File: src/rtl/apb_reg_slave.sv
// APB slave with four 32-bit registers (index 0 = read-only ID) and a programmable wait count.
// Define APB_REG_SLAVE_PSLVERR_EN to report pslverr_o on misses and ID writes.
module apb_reg_slave #(
    parameter logic [31:0] BASE_ADDR   = 32'hDEAD_CAF0,
    parameter int unsigned WAIT_CYCLES = 1,
    parameter logic [31:0] ID_VALUE    = 32'h0A9B_0001
) (
    input  logic        clk,
    input  logic        reset,
    input  logic        psel_i,
    input  logic        penable_i,
    input  logic [31:0] paddr_i,
    input  logic        pwrite_i,
    input  logic [31:0] pwdata_i,
    output logic        pready_o,
    output logic [31:0] prdata_o,
    output logic        pslverr_o
);

    typedef enum logic {
        ST_IDLE   = 1'b0,
        ST_ACCESS = 1'b1
    } state_t;

    localparam logic [2:0]  WAIT_INIT = 3'(WAIT_CYCLES);
    localparam logic [27:0] BASE_TAG  = BASE_ADDR[31:4];

    state_t      state, state_nxt;
    logic [2:0]  wait_cnt;
    logic [29:0] cap_addr;
    logic        cap_write;
    logic [31:0] cap_wdata;
    logic [31:0] reg1, reg2, reg3;

    logic        setup, ready, done, hit, err;
    logic [1:0]  idx;
    logic [31:0] rd_sel;
    logic        unused_addr_lsbs;

    // Byte-lane address bits carry no meaning in a word-wide register window.
    assign unused_addr_lsbs = ^paddr_i[1:0];

    assign setup = psel_i & ~penable_i;
    assign ready = (state == ST_ACCESS) & psel_i & (wait_cnt == 3'd0);
    assign done  = ready & penable_i;
    assign hit   = (cap_addr[29:2] == BASE_TAG);
    assign idx   = cap_addr[1:0];

`ifdef APB_REG_SLAVE_PSLVERR_EN
    assign err = ~hit | (cap_write & (idx == 2'd0));
`else
    assign err = 1'b0;
`endif

    // State register
    always_ff @(posedge clk) begin
        if (reset) state <= ST_IDLE;
        else       state <= state_nxt;
    end

    // Next-state logic; dropping psel_i in the access phase aborts the transfer
    always_comb begin
        state_nxt = state;
        case (state)
            ST_IDLE:   if (setup) state_nxt = ST_ACCESS;
            ST_ACCESS: if (!psel_i || done) state_nxt = ST_IDLE;
            default:   state_nxt = ST_IDLE;
        endcase
    end

    // Output logic
    always_comb begin
        pready_o  = ready;
        pslverr_o = done & err;
        prdata_o  = 32'h0;
        if (done && !cap_write && hit && !err) prdata_o = rd_sel;
    end

    // Request capture and wait counter
    always_ff @(posedge clk) begin
        if (reset) begin
            wait_cnt  <= 3'd0;
            cap_addr  <= 30'h0;
            cap_write <= 1'b0;
            cap_wdata <= 32'h0;
        end else if (state == ST_IDLE && setup) begin
            wait_cnt  <= WAIT_INIT;
            cap_addr  <= paddr_i[31:2];
            cap_write <= pwrite_i;
            cap_wdata <= pwdata_i;
        end else if (state == ST_ACCESS && wait_cnt != 3'd0) begin
            wait_cnt  <= wait_cnt - 3'd1;
        end
    end

    // Register file; index 0 is the constant ID and ignores writes
    always_ff @(posedge clk) begin
        if (reset) begin
            reg1 <= 32'h0;
            reg2 <= 32'h0;
            reg3 <= 32'h0;
        end else if (done && cap_write && hit) begin
            case (idx)
                2'd1:    reg1 <= cap_wdata;
                2'd2:    reg2 <= cap_wdata;
                2'd3:    reg3 <= cap_wdata;
                default: ;
            endcase
        end
    end

    always_comb begin
        case (idx)
            2'd0:    rd_sel = ID_VALUE;
            2'd1:    rd_sel = reg1;
            2'd2:    rd_sel = reg2;
            default: rd_sel = reg3;
        endcase
    end

endmodule

File: config.mk
export PLATFORM = sky130hd
export DESIGN_NAME = apb_reg_slave
export DESIGN_NICKNAME = d
export VERILOG_FILES = /design/src/rtl/apb_reg_slave.sv
export SDC_FILE = /design/constraint.sdc
export NUM_CORES = 1
export LEC_CHECK = 0
export CAP_MARGIN = 20
export CORE_ASPECT_RATIO = 0.8
export CORE_MARGIN = 1
export CORE_UTILIZATION = 30
export CTS_CLUSTER_SIZE = 20
export DETAILED_ROUTE_END_ITERATION = 8
export PLACE_DENSITY = 0.49
export SETUP_SLACK_MARGIN = 0.4
export SLEW_MARGIN = 30
export SYNTH_ARGS = -nofsm -noshare
export SYNTH_HDL_FRONTEND = slang
export SYNTH_SLANG_ARGS = --single-unit
File: constraint.sdc
create_clock -name clk -period 2.4 [get_ports clk]
set_clock_uncertainty 0.2 [all_clocks]
set_input_delay 0.36 -clock clk [delete_from_list [all_inputs] [get_ports clk]]
set_output_delay 0.36 -clock clk [all_outputs]
set_load 0.01 [all_outputs]
==> results of run 1 <==
-- cells by family after synthesis --
kind of cell / after synthesis
AOI/OAI and AO/OA: 98
xor gates and xnor gates: 1
adders and majority gates: 2
buffers and inverters: 63
DFF: 163
muxes: 128
other: 1
and+or+nand+nor: 316
-- sequential cells by signal, indices dropped and copies added, names as in the netlist --
signal and cells:
cap_wdata 32, reg1 32, reg2 32, reg3 32
cap_addr 30, wait_cnt 3, cap_write 1, state 1
-- how the worst max path moves through the flow --
stage | cells after the start | slack, ns | to
after detailed placement | 7 | -0.73 | prdata_o[17]
after global placement | 7 | -0.66 | prdata_o[17]
final | 8 | -0.29 | prdata_o[29]
after global routing | 7 | -0.45 | prdata_o[20]
after CTS | 7 | -0.31 | prdata_o[17]
after floorplan | 7 | 0.31 | prdata_o[16]
-- worst register-to-register path, cell delays in order, from the launching register on --
cell and delay [ns]:
dfxtp_2 0.32, nand4b_1 0.23, nor4_4 0.36, buf_4 0.17, buf_6 0.08, buf_6 0.09, buf_6 0.08, buf_6 0.08
buf_6 0.08, buf_6 0.08, buf_6 0.08, nand4_1 0.08, buf_6 0.19, clkbuf_16 0.18, mux2i_1 0.12
-- what timing repair did --
item / 4_1_cts / 5_1_grt
resized for setup: 172 / 34
setup endpoints to repair: 76 / 128
cloned: 4 / 5
pin swaps: 5 / 12
buffers inserted: 5 / 7
endpoints found under the hold margin: 0 / 0
-- layout by cell type (no fill, tap or decap), types with 2 or more instances in the layout --
master,synthesis,final
buf_16,0,4
buf_8,0,3
nand2b_1,131,131
inv_6,0,3
buf_2,9,22
nand4b_1,7,7
nor2_2,0,13
nand2_1,128,127
nor2_1,32,9
buf_6,0,22
dfxtp_2,0,4
a211oi_4,0,7
clkbuf_8,0,2
clkinvlp_4,0,2
nor3_1,2,2
nand4_1,3,3
clkinv_2,0,2
mux2i_1,104,102
buf_4,1,24
buf_12,0,13
a21oi_1,64,64
mux2i_2,0,2
inv_2,0,2
mux2_2,24,24
nor4_4,0,2
bufinv_16,0,3
and2_1,2,2
a22oi_1,24,24
nor2_4,0,10
clkbuf_16,0,21
clkdlybuf4s50_1,0,65
dfxtp_1,163,159
-- final cells by class --
cell class,count,area (sq um),share of cell area [%]
multi-input cells,546,3820,39.0
flip-flops and latches,163,3270,33.4
repair buffers,157,1700,17.4
clock buffers,20,457,4.66
well taps,306,383,3.91
clock inverters,11,150,1.53
inverters,3,11.3,0.115
-- routing by layer --
layer	track usage, %	vias to the layer above	share of wire (%)
met5	0	-	0
met4	4.19	0	0.70
met3	3.37	9	3.1
met2	23.4	74	45
met1	22.2	2565	51
li1	-	2813	-
-- report_power, final --
group          switching, mW  total (mW)  internal, mW
sequential            0.0287        2.79          2.76
combinational          0.201       0.424         0.222
clock                   1.14        2.84          1.70
-- per-stage QoR --
step | setup slack, ns | std cells
2_1_floorplan | 0.315 | 772
3_3_place_gp | -0.658 | 1154
3_5_place_dp | -0.730 | 1154
4_1_cts | -0.305 | 1194
5_1_grt | -0.446 | 1206
6_report | -0.288 | 1206
==> run summary, run 1 <==
Vias in the first global route - 5385
Synth Area in Compound Gates - 8.17%
Count leader, synth - dfxtp_1
Final setup viols - 96
MaxCap Viol Count - 0
Synth cell types - 30
Final nets - 959
Post-synthesis simple-gate area fraction - 22.9%
Clock Path Buffers - 2
Adder-cell share of the synthesized area - 0.354%
Setup ws final - -0.288 ns
WL final - 18700 um
Sequential fraction of the synthesis area - 46.2%
Dpl cell area - 0.00875 sq mm
Die W - 174 um
RD Place Congestion - 0.690
Slowest Stage Delay on Critical Path - 0.36 ns
Detail Placement HPWL - 11500 um
Core area - 0.0228 sq mm
CTS tree - done
Via/cell ratio - 4.53
Worst Path Required - 1.84 ns
Num rows - 49
# diodes - 0
Syn. warnings - 0
Fin Setup TNS - -14.15 ns
Mux cell area share after synthesis - 18.6%
Worst r2r src - cap_addr[6]
DR WL/cell - 15.5 um
Worst setup path class - reg2out
Static leakage - 4.10 nW
Synthesized area per cell - 9.14 sq um
Die Height - 139 um
Asr flop ratio synth - 0%
Minimum clock period - 2.69 ns
Hold endpoint - cap_wdata[10]
Failing checks - negative setup slack
Synth Area in XOR/XNOR - 0.124%
Pwr Total - 6.05 mW
Largest delay share family, worst path - simple AND/OR/NAND/NOR gates
Worst setup path startpoint - cap_addr[6]
1st-pass router iterations - 4
IO Port Bufs - 99
PwrDens - 618 mW/mm^2
Min Hold Slack - 0.123 ns
Synth Flop Type - dfxtp_1
Unrepaired setup endpoints after global routing - yes
Yosys top cell area share - 46.2%
Detailed-route DRC error count - 0
Layout overhead on the synthesized area - 38.7%
R2r endpoint - reg2[15]
Combinational family with the most area after synthesis - simple AND/OR/NAND/NOR gates
Number of enable-type register cells in the synthesized netlist - 0
Largest net degree at the start of global routing - 71
Total track usage - 15.5%
Critical path arrival - 2.13 ns
Overflow after GRT - 0
Root Driver - clkbuf_16
CP Capture Type - output port
Post-synth top area cell - dfxtp_1
Hold Crit Start - reset
FF+latch count, synth - 163
Clk Latency, worst-skew pair - 0.42 ns
Hold_buf cts - 0
Most common library cells after synthesis - dfxtp_1 (163), nand2b_1 (131), nand2_1 (128), mux2i_1 (104), a21oi_1 (64)
CP Buf/Inv Count - 4
Final ANT Viol Nets - 0
DR iter-0 viols - 284
Crit-path slowest cell - nor4_4
Top area cells in the synthesized netlist - dfxtp_1 (46%), mux2i_1 (15%), nand2b_1 (12%)
Worst R2R Path Depth - 14
Layout cells sized above 1 - 21.6%
Cells along the critical path - nand4b_1 > nor4_4 > nand4b_1 > buf_6 > buf_12 > buf_4 > nor2_4 > buf_6
Hold Crit Class - in2reg
R2R Setup Slk - -0.15 ns
Final hold vios - 0
Fill cells - 2289
Reg clk slew, reported paths - 0.07 ns
Max-slew violations - 0
Post-Syn Nets - 843
Initial antenna violation count - 0
Design Area, Final - 0.00979 sq mm
Hold Path Cell Cnt - 2
Post-Syn Area - 0.00706 sq mm
Global-route wire length before repair - 29500 um
Initial core utilization - 31.0%
Post-Synthesis Cells - 772
Die ar. - 0.0242 sq mm
Vias - 5461
Worst IR Drop VDD - 0.000374 V
Clock tree sinks - 163
CP Max Fanout - 8
Io pins - 103
Status - finished, violations left
Final period utilization - 112%
Fmax achieved - 372 MHz
CTS Buf Count - 17
H-Tree Depth - 4
Final core occ - 42.9%
Startpoint Class - flip-flop
(Power assumes the default switching activity.)
==> run 2: changes to the inputs <==
- PLACE_DENSITY: 0.49 -> not set
==> run 2 against run 1 <==
Effect of this change: the run still ends with negative setup slack left; highest routed layer unchanged; utilization shrank 0.20 points; global-route usage fell by 0.35 points; wire length fell by 0.29%; sequential share of layout area grew 0.17 points; worst setup slack worse by 0.014 ns; die area did not move; first-iteration DRC count did not move.
==> run summary, run 2 (synthesized netlist as in run 1, its figures left out) <==
Layout overhead on the synthesized area - 38.1%
Register Area - 0.00327 sq mm
Pwr Total - 6.26 mW
R2r endpoint - reg1[28]
Max-Slew Margin vs Limit - 64.4%
Final period utilization - 113%
RD Place Congestion - 0.718
Fin Setup TNS - -7.18 ns
Commonest non-fill, non-tap cell in the layout - dfxtp_1
Static leakage - 4.11 nW
Setup ws final - -0.302 ns
Worst Path Required - 1.84 ns
Core area - 0.0228 sq mm
Worst setup path class - reg2out
DR iter-0 viols - 284
IO Port Bufs - 99
PwrDens - 642 mW/mm^2
Design Area, Final - 0.00975 sq mm
Die ar. - 0.0242 sq mm
Hold Crit Class - in2reg
CTS Buf Count - 17
Global-route wire length before repair - 28800 um
1st-pass router iterations - 5
Final hold vios - 0
Vias - 5520
Via/cell ratio - 4.60
Root Driver - clkbuf_16
Largest net degree at the start of global routing - 52
Initial antenna violation count - 0
Reg clk slew, reported paths - 0.06 ns
Die Height - 139 um
Multi-input combinational cell area - 0.00378 sq mm
Clock tree sinks - 163
Failing checks - negative setup slack
Num rows - 49
Clock Path Buffers - 2
Overflow after GRT - 0
Worst r2r src - cap_addr[27]
Initial core utilization - 31.0%
Total track usage - 15.2%
Startpoint Class - flip-flop
DR WL/cell - 15.6 um
Tightest Pin Transition - 0.534 ns
# diodes - 0
Final ANT Viol Nets - 0
Detailed-route DRC error count - 0
Vias in the first global route - 5386
Minimum clock period - 2.70 ns
Die W - 174 um
Min Hold Slack - 0.215 ns
Dpl cell area - 0.00878 sq mm
Final nets - 952
Final setup viols - 32
Detail Placement HPWL - 11500 um
CP Max Fanout - 7
CTS tree - done
CP Capture Type - output port
Status - finished, violations left
Hold Crit Start - reset
Setup Slack @ Placement - -0.700 ns
Io pins - 103
WL final - 18700 um
Fill cells - 2245
R2R Setup Slk - 0.16 ns
Hold Path Cell Cnt - 2
Layout cells sized above 1 - 20.7%
Fmax achieved - 370 MHz
Max-slew violations - 0
H-Tree Depth - 4
Unrepaired setup endpoints after global routing - yes
Most frequent cells in the layout - dfxtp_1 (158), nand2b_1 (131), nand2_1 (127), mux2i_1 (102), clkdlybuf4s50_1 (66)
Hold endpoint - cap_wdata[3]
Worst IR Drop VDD - 0.000325 V
Critical path arrival - 2.14 ns
Worst R2R Path Depth - 9
MaxCap Viol Count - 0
Clk Latency, worst-skew pair - 0.43 ns
[run 2: changes by cell type in the layout (fill, tap and decap cells not counted), moves of 3 or more]
cell,change
buf_6,-7
buf_4,-5
buf_2,+4
nor2_4,-4
buf_8,-3
nor2_1,+3
[run 2: what timing repair did]
action / 4_1_cts / 5_1_grt
gates cloned: 3 / 7
endpoints found under the hold margin: 0 / 0
setup endpoints to repair: 33 / 129
hold buffers: 0 / 0
pin swaps: 20 / 4
resized for setup: 167 / 15
setup buffers: 3 / 3
[run 2: report_power, final]
group | internal, mW | total (mW) | switching (mW)
Clock | 1.89 | 3.05 | 1.16
Combinational | 0.226 | 0.426 | 0.200
Sequential | 2.76 | 2.78 | 0.0279
Total | 4.87 | 6.26 | 1.39
[run 2: worst max-delay path by stage]
stage            startpoint      endpoint  slack [ns]  depth (start not counted)
5_1_grt        cap_addr[15]  prdata_o[27]       -0.44                          7
2_1_floorplan   wait_cnt[0]  prdata_o[16]        0.31                          7
3_5_place_dp         psel_i  prdata_o[25]       -0.70                          7
3_3_place_gp         psel_i  prdata_o[10]       -0.66                          8
6_report       cap_addr[27]  prdata_o[10]       -0.30                          8
4_1_cts         wait_cnt[1]  prdata_o[10]       -0.42                         10
[run 2: stage by stage]
| stage | cells | utilization (%) |
|---|---|---|
| 2_1_floorplan | 772 | - |
| 3_3_place_gp | 1152 | 38.5 |
| 3_5_place_dp | 1152 | 38.5 |
| 4_1_cts | 1190 | 41.8 |
| 5_1_grt | 1200 | 42.7 |
| 6_report | 1200 | 42.7 |
[run 2: critical path, stage by stage (launching register included)]
cell,delay (ns)
dfxtp_2,0.32
nand4b_1,0.27
nor4_4,0.32
nand4b_1,0.14
buf_6,0.20
buf_12,0.16
buf_6,0.12
nor2_2,0.06
buf_2,0.13
[run 2: layout make-up]
class / instances / share of cell area [%]
multi-input cells: 546 / 38.8
flip-flops and latches: 163 / 33.5
clock buffers: 18 / 4.51
repair buffers: 150 / 16.8
clock inverters: 14 / 2.30
inverters: 3 / 0.116
well taps: 306 / 3.93
[run 2: routing by layer]
metal,share of wire [%],vias up,track usage [%]
met5,0,-,0
met4,0.50,0,3.91
met3,4.9,8,3.65
met2,45,115,23.9
met1,50,2587,20.7
li1,-,2810,-
